--- src/rtl/regfile_pkg.sv ---
// -----------------------------------------------------------------------------
// regfile_pkg
// Shared constants and types for the general-purpose register file. The
// datapath muxes and the hazard unit use the same definitions, so width, depth
// and the zero-register index are defined only here.
//
// Contents:
//   REGFILE_DW    - data width of one register, in bits
//   REGFILE_AW    - address width
//   REGFILE_DEPTH - number of registers (2**REGFILE_AW)
//   REG_ZERO      - index of the hard-wired zero register
//   reg_addr_t    - register address type
//   reg_data_t    - register data type
//   is_zero_reg() - returns 1 when an address selects the zero register
// -----------------------------------------------------------------------------
package regfile_pkg;

    localparam int unsigned REGFILE_DW    = 32;
    localparam int unsigned REGFILE_AW    = 5;
    localparam int unsigned REGFILE_DEPTH = 2 ** REGFILE_AW;
    localparam int unsigned REG_ZERO      = 0;

    typedef logic [REGFILE_AW-1:0] reg_addr_t;
    typedef logic [REGFILE_DW-1:0] reg_data_t;

    // Zero-register test for use by decode/hazard logic at the default width
    function automatic logic is_zero_reg(input reg_addr_t addr);
        return (addr == reg_addr_t'(REG_ZERO));
    endfunction

endpackage

--- src/rtl/regfile_rdport.sv ---
// -----------------------------------------------------------------------------
// regfile_rdport
// One combinational read port of the register file. Register 0 always reads
// zero. When REGFILE_BYPASS_EN is defined, a write in flight to the same
// address is forwarded to the output in the same cycle; without the macro the
// forwarding ports and logic do not exist.
//
// Ports:
//   fwd_we_i  - write enable to forward (REGFILE_BYPASS_EN only; already
//               masked by reset in the parent)
//   fwd_wa_i  - write address to compare against (REGFILE_BYPASS_EN only)
//   fwd_wd_i  - write data to forward (REGFILE_BYPASS_EN only)
//   regs_i    - current register contents
//   ra_i      - read address
//   rd_o      - read data (combinational)
// -----------------------------------------------------------------------------
module regfile_rdport
    import regfile_pkg::*;
#(
    parameter int unsigned DW = REGFILE_DW,
    parameter int unsigned AW = REGFILE_AW
) (
`ifdef REGFILE_BYPASS_EN
    input  logic          fwd_we_i,
    input  logic [AW-1:0] fwd_wa_i,
    input  logic [DW-1:0] fwd_wd_i,
`endif
    input  logic [DW-1:0] regs_i [2**AW],
    input  logic [AW-1:0] ra_i,
    output logic [DW-1:0] rd_o
);

    // Read mux: zero register first, then optional forwarding, then storage
    always_comb begin
        rd_o = '0;
        if (ra_i == AW'(REG_ZERO)) begin
            rd_o = '0;
        end
`ifdef REGFILE_BYPASS_EN
        // ra_i is nonzero here, so a match also implies the write is not to
        // the zero register.
        else if (fwd_we_i && (fwd_wa_i == ra_i)) begin
            rd_o = fwd_wd_i;
        end
`endif
        else begin
            rd_o = regs_i[ra_i];
        end
    end

endmodule

--- src/rtl/regfile.sv ---
// -----------------------------------------------------------------------------
// regfile
// 2**AW x DW register file with one synchronous write port and two
// independent combinational read ports. Register 0 is hard-wired to zero and
// writes to it are dropped. Asynchronous active-high reset clears every
// register immediately.
//
// Configuration macro:
//   REGFILE_BYPASS_EN - when defined, a write (we=1, wa!=0) is forwarded to any
//                       read port whose address matches wa in the same cycle.
//                       Forwarding is suppressed while rst is high so reads
//                       stay zero during reset.
//
// Ports:
//   clk - clock, all state updates on the rising edge
//   rst - asynchronous active-high reset
//   we  - write enable
//   wa  - write address
//   wd  - write data
//   ra1 - read address, port 1 (rs)
//   rd1 - read data, port 1
//   ra2 - read address, port 2 (rt)
//   rd2 - read data, port 2
// -----------------------------------------------------------------------------
module regfile
    import regfile_pkg::*;
#(
    parameter int unsigned DW = REGFILE_DW,
    parameter int unsigned AW = REGFILE_AW
) (
    input  logic          clk,
    input  logic          rst,
    input  logic          we,
    input  logic [AW-1:0] wa,
    input  logic [DW-1:0] wd,
    input  logic [AW-1:0] ra1,
    output logic [DW-1:0] rd1,
    input  logic [AW-1:0] ra2,
    output logic [DW-1:0] rd2
);

    localparam int unsigned DEPTH = 2 ** AW;

    logic [DW-1:0] regs_q [DEPTH];
    logic [DW-1:0] regs_d [DEPTH];

    // Next-state: apply the single write, keep the zero register at zero.
    // The address is only evaluated when we=1, so an unknown wa with we=0
    // cannot disturb any entry.
    always_comb begin
        regs_d = regs_q;
        if (we && (wa != AW'(REG_ZERO))) begin
            regs_d[wa] = wd;
        end else begin
            regs_d = regs_q;
        end
        regs_d[REG_ZERO] = '0;
    end

    // Register storage with asynchronous clear; reset wins over a write
    always_ff @(posedge clk or posedge rst) begin
        if (rst) begin
            for (int i = 0; i < DEPTH; i++) begin
                regs_q[i] <= '0;
            end
        end else begin
            regs_q <= regs_d;
        end
    end

`ifdef REGFILE_BYPASS_EN
    logic fwd_we_s;

    // Forward only outside reset so all reads stay zero while rst is high
    assign fwd_we_s = we & ~rst;
`endif

    regfile_rdport #(
        .DW (DW),
        .AW (AW)
    ) u_rdport1 (
`ifdef REGFILE_BYPASS_EN
        .fwd_we_i (fwd_we_s),
        .fwd_wa_i (wa),
        .fwd_wd_i (wd),
`endif
        .regs_i   (regs_q),
        .ra_i     (ra1),
        .rd_o     (rd1)
    );

    regfile_rdport #(
        .DW (DW),
        .AW (AW)
    ) u_rdport2 (
`ifdef REGFILE_BYPASS_EN
        .fwd_we_i (fwd_we_s),
        .fwd_wa_i (wa),
        .fwd_wd_i (wd),
`endif
        .regs_i   (regs_q),
        .ra_i     (ra2),
        .rd_o     (rd2)
    );

endmodule

--- config.mk ---
export PLATFORM = sky130hd
export DESIGN_NAME = regfile
export DESIGN_NICKNAME = d
export VERILOG_FILES = /design/src/rtl/regfile_pkg.sv /design/src/rtl/regfile_rdport.sv /design/src/rtl/regfile.sv
export SDC_FILE = /design/constraint.sdc
export NUM_CORES = 2
export LEC_CHECK = 0
export BUFFER_PORTS_ARGS = -buffer_cell sky130_fd_sc_hd__buf_4
export CORE_MARGIN = 2
export CORE_UTILIZATION = 55
export CTS_BUF_LIST = sky130_fd_sc_hd__clkbuf_4
export DETAILED_ROUTE_END_ITERATION = 16
export PLACE_DENSITY = 0.73
export SYNTH_ARGS = -nofsm -noshare
export SYNTH_HDL_FRONTEND = slang
export SYNTH_SLANG_ARGS = --single-unit
--- constraint.sdc ---
create_clock -name clk -period 44.5 [get_ports clk]
set_clock_uncertainty 0.2 [all_clocks]
set_input_delay 4.45 -clock clk [delete_from_list [all_inputs] [get_ports clk]]
set_output_delay 4.45 -clock clk [all_outputs]
set_load 0.02 [all_outputs]
Word level (Yosys, flattened, before mapping)
Cells that the tools add are included.
{"block": "word_totals", "word_cells": 54, "out_inout_bits": 64, "register_bits": 992}
{"block": "classes", "magnitude_cmp": 4, "bitwise_logic": 3, "mux": 11, "n_reduce_logical": 5}
{"operator": "$bwmux 1024", "count": 1}
{"operator": "$bmux 32 s5", "count": 2}
{"operator": "$mux 32", "count": 7}
{"operator": "$demux 32 s5", "count": 1}
{"operator": "$ge 6x6->1 const B", "count": 3}
{"operator": "$not 5->6", "count": 3}
{"operator": "$logic_not 5->1", "count": 2}
{"operator": "$lt 6x1->1 const B", "count": 1}
{"operator": "$reduce_bool 5->1", "count": 1}
{"operator": "$logic_and 1x1->1", "count": 2}

Longest topological paths before layout
{"block": "logic_depth", "depth_word": 6, "mapped_depth": 9, "ltp_nobuf": 5}

Modules after synthesis
A second synthesis with hierarchy kept.
{"block": "unflattened", "cells_unflattened": 3553, "hier_area_um2": 53896.7}
{"module": "regfile", "cells_per_inst": 2225, "n_inst": 1, "seq_area_each_um2": 24823.8, "area_each_um2": 37160.6}
{"module": "regfile_rdport", "cells_per_inst": 664, "n_inst": 2, "seq_area_each_um2": 0.0, "area_each_um2": 8368.0}

Worst setup path after synthesis
No wires, ideal clock.
{"block": "synth_timing", "path_kind": "in2out", "from": "input port ra2[1]", "to": "output port rd2[21]", "stages": 8, "setup_slack_ns": 33.856, "n_path_buf": 4, "arrival_time_ns": 5.994, "cell_sequence": "buf_2 -> buf_6 -> or2_2 -> buf_2 -> buf_2 -> o22ai_1 -> nor3_1 -> nor3_1"}
{"block": "synth_via", "elab_chain_cells": 5, "elab_cells_between_ends": 6, "cone_classes": "4 x mux; 1 x bitwise; 1 x reduce/logical"}
{"item": "from (decl)", "line_no": "regfile.sv:38", "rtl": "input logic [AW-1:0] ra2,"}
{"item": "$not 5->6 (not written as such)", "line_no": "regfile_rdport.sv:47", "rtl": "rd_o = regs_i[ra_i];"}
{"item": "$bmux 32 s5", "line_no": "regfile_rdport.sv:47"}
{"item": "$mux 32 (not written as such) (2 in a row)", "line_no": "regfile_rdport.sv:47"}
{"item": "$mux 32 *", "line_no": "regfile_rdport.sv:36", "rtl": "if (ra_i == AW'(REG_ZERO)) begin"}
{"item": "to (decl)", "line_no": "regfile.sv:39", "rtl": "output logic [DW-1:0] rd2"}
Mark *: on every way between the ends. The rest lies on a longest branch, timed or not. The select of a mux whose other input is x is not followed.

Final worst setup path
{"block": "layout_timing", "from": "input port ra1[0]", "to": "output port rd1[24]"}
{"block": "layout_via", "elab_chain_cells": 5, "elab_cells_between_ends": 6, "cone_classes": "4 x mux; 1 x bitwise; 1 x reduce/logical"}
{"item": "from (decl)", "line_no": "regfile.sv:36", "rtl": "input logic [AW-1:0] ra1,"}
{"item": "$not 5->6 (not written as such)", "line_no": "regfile_rdport.sv:47"}
{"item": "$bmux 32 s5", "line_no": "regfile_rdport.sv:47"}
{"item": "$mux 32 (not written as such) (2 in a row)", "line_no": "regfile_rdport.sv:47"}
{"item": "$mux 32 *", "line_no": "regfile_rdport.sv:36"}
{"item": "to (decl)", "line_no": "regfile.sv:37", "rtl": "output logic [DW-1:0] rd1,"}
Marked as above.

==> impl_metrics.yaml <==
route:
  wl_per_cell_um: 29.0
  vias: 37338
  via_per_inst: 6.75
  drcViolationCount: 0
  drt_iter0_markers: 3642
  first_pass_iters: 5
  drt_wl_total_um: 160000
  ant_nets: 0
power_and_ir_drop:
  p_leak_nw: 26.2
  vdd_drop_max_v: 0.0000254
  power.density_nw_per_um2: 44.0
timing:
  worst_pin_slew_ps: 1270
  rsz0062_at_grt: "false"
  period_needed_ps: 13130
  hold_ws_ps: 322
  finalCritPeriodShare: 0.295
  fmax_mhz: 76.2
  finalHoldViolations: 0
  report.final.slew_viol_count: 0
  maxSlewHeadroom: 0.152
  setup-violations-final: 0
  tns_ps: 0
setup_path:
  critPathBufInv: 4
  crit_family: "buffers and inverters"
  crit_chain: "buf_8, buf_4, buf_4, mux2_2, a221oi_1, nor3_1, a221oi_1, nor3_1, buf_4"
  critPathKind: "in2out"
  cp_max_fo: 71
  end_kind: "output pin"
  crit_path_start_kind: "primary input"
  worst_ep_required_time_ps: 39850
  slowest_delay_ps: 950
  cpMaxStageDelayCell: "buf_4"
  r2r_slack_ps: 43470
  cpMostUsedCell: "buf_4"
  arrival_ps: 8480
synth:
  syn_area_um2: 53300
  syn_inst: 4026
  synth_edf_count: 0
  yosysWarnings: 0
  synthFlopType: "dfrtp_1"
  syn-num-nets: 4076
  yosysUniqueCellTypes: 35
  avgSynthCellArea_um2: 13.2
  synth_seq_cells: 992
  synth_seq_area_share: 0.466
  synthArstFlopShare: 1.00
cts:
  insertion_delay_ps: 1130
  cts_tree: "yes"
  cts.repair.resized: 0
  cts_sinks: 992
  cts_root_buf: "clkbuf_4"
  ctsHoldBuffers: 0
  cts_max_level: 5
  clock_tree.buffer_depth: 4
  cts_made_buffers: 283
  postCtsSetupRepairBufs: 0
  path_clk_slew_ps: 70
floorplan:
  start_util: 0.553
  core_area_um2: 96400
  die_h_um: 315
  design.die.area_um2: 99400
  row_count: 114
  boundaryPins: 114
  fp.dieW_um: 315
global_route:
  antenna_found_initial: 11
  overflow: 0
  grt_use_total: 0.323
  grt_start_max_net_pins: 153
  grt_pass1_vias: 37915
  grt_pass1_wl_um: 240000
placed_design:
  gp_congestion: 0.851
  hpwl_um: 90500
  dp_cells: 5069
  portBuffers: 113
finish:
  regMostFlops: "regs_q"
  drive_above_1_share: 0.468
  largest_reg_flops: 992
  areaGrowthSynthToFinish_pct: 8.35
  stdcell_count: 5529
  largestRegisters: "regs_q: 992 flops"
  num-nets-final: 4128
  fill_cells: 7759
status:
  status: "finished, final reports clean"
flow_run:
  cap_viol_max_count: 0
worst_hold_path:
  hold_class: "reg2reg"
## Yosys cell counts (6+ instances only)
cell type,number,area (um2)
a221oi_1,103,902
buf_2,151,756
mux2_1,9,101
o22ai_1,320,2000
buf_6,12,135
buf_4,72,541
clkbuf_1,172,646
buf_1,17,63.8
mux4_2,128,2880
nand2b_1,8,50.1
a221oi_2,22,330
nand2_1,23,86.3
dfrtp_1,992,24800
mux2i_1,515,5150
mux2_2,1173,13200
nor3_1,254,1270
nand3b_1,6,45.0
nor2_1,15,56.3
## area by class of cell
class                      count  area [um2]  share of cell area
multi-input combinational   2609       26600               0.460
clock buffer                 407        3060              0.0529
tap                         1276        1600              0.0277
clock inverter                41         155             0.00269
sequential                   992       24800               0.430
antenna                       12        30.0            0.000520
inverter                       1        11.3            0.000195
timing repair buffer         191        1500              0.0260
## power by group
| group | total (mW) | switching (mW) | internal, mW | leakage, nW |
|---|---|---|---|---|
| sequential | 1.21 | 0.131 | 1.08 | 12.7 |
| clock | 0.794 | 0.380 | 0.414 | 1.96 |
| combinational | 0.537 | 0.240 | 0.296 | 11.5 |
| total | 2.54 | 0.751 | 1.79 | 26.2 |
## cells by family (layout without fill, tap and decap cells)
kind of cell | Yosys count | count (layout) | synth area share
flops | 992 | 992 | 0.466
buf+inv | 425 | 640 | 0.0402
simple gates | 336 | 336 | 0.0322
compound gates | 448 | 448 | 0.0611
mux | 1825 | 1825 | 0.401
other cells | 0 | 12 | 0
## routing by layer
metal  routed length, um  GRT usage  share of wire
met1               65500      0.430           0.41
met2               72700      0.489           0.45
met3               14800     0.0843          0.092
met4                7270      0.164          0.045
met5                  68          0        0.00042
## worst paths after layout
path                                    startpoint                       to  cells after the start
max                                         ra1[0]                  rd1[24]                      9
min                        regs_q[373]$_DFFE_PP0P_  regs_q[373]$_DFFE_PP0P_                      1
max reg2reg                regs_q[187]$_DFFE_PP0P_  regs_q[187]$_DFFE_PP0P_                      1
min reg2reg                regs_q[373]$_DFFE_PP0P_  regs_q[373]$_DFFE_PP0P_                      1
max in group asynchronous                      rst  regs_q[433]$_DFFE_PP0P_                      6
min in group asynchronous                      rst   regs_q[64]$_DFFE_PP0P_                      2
## cells in the final DEF, fill, tap and decap left out, types with 3 or more instances in the layout
cell type and instances:
mux2i_1 515, nor2b_4 5, a221oi_2 22, diode_2 12, nand3_1 3, nand2b_4 4
clkinv_1 31, nor3b_1 4, mux2_1 9, mux4_2 128, nand3b_1 6, o22ai_1 320
nand2_1 4, nor2_4 16, a221oi_1 103, dfrtp_1 992, nor2_1 3, nand2_2 17
buf_4 185, clkbuf_4 407, buf_12 4, mux2_2 1173, nor3_1 254, inv_2 9
## through the flow
| step | utilization | worst slack (ps) | instance area, um2 | power (mW) |
|---|---|---|---|---|
| floorplan | - | 11940 | 53300 | 1.61 |
| global placement | 0.565 | 31540 | 54500 | 1.73 |
| detailed placement | 0.565 | 31490 | 54500 | 1.75 |
| CTS | 0.598 | 31470 | 57700 | 2.55 |
| global route | 0.599 | 31240 | 57700 | 2.67 |
| finish | 0.599 | 31370 | 57700 | 2.54 |
Power figures use the tool's default switching activity.
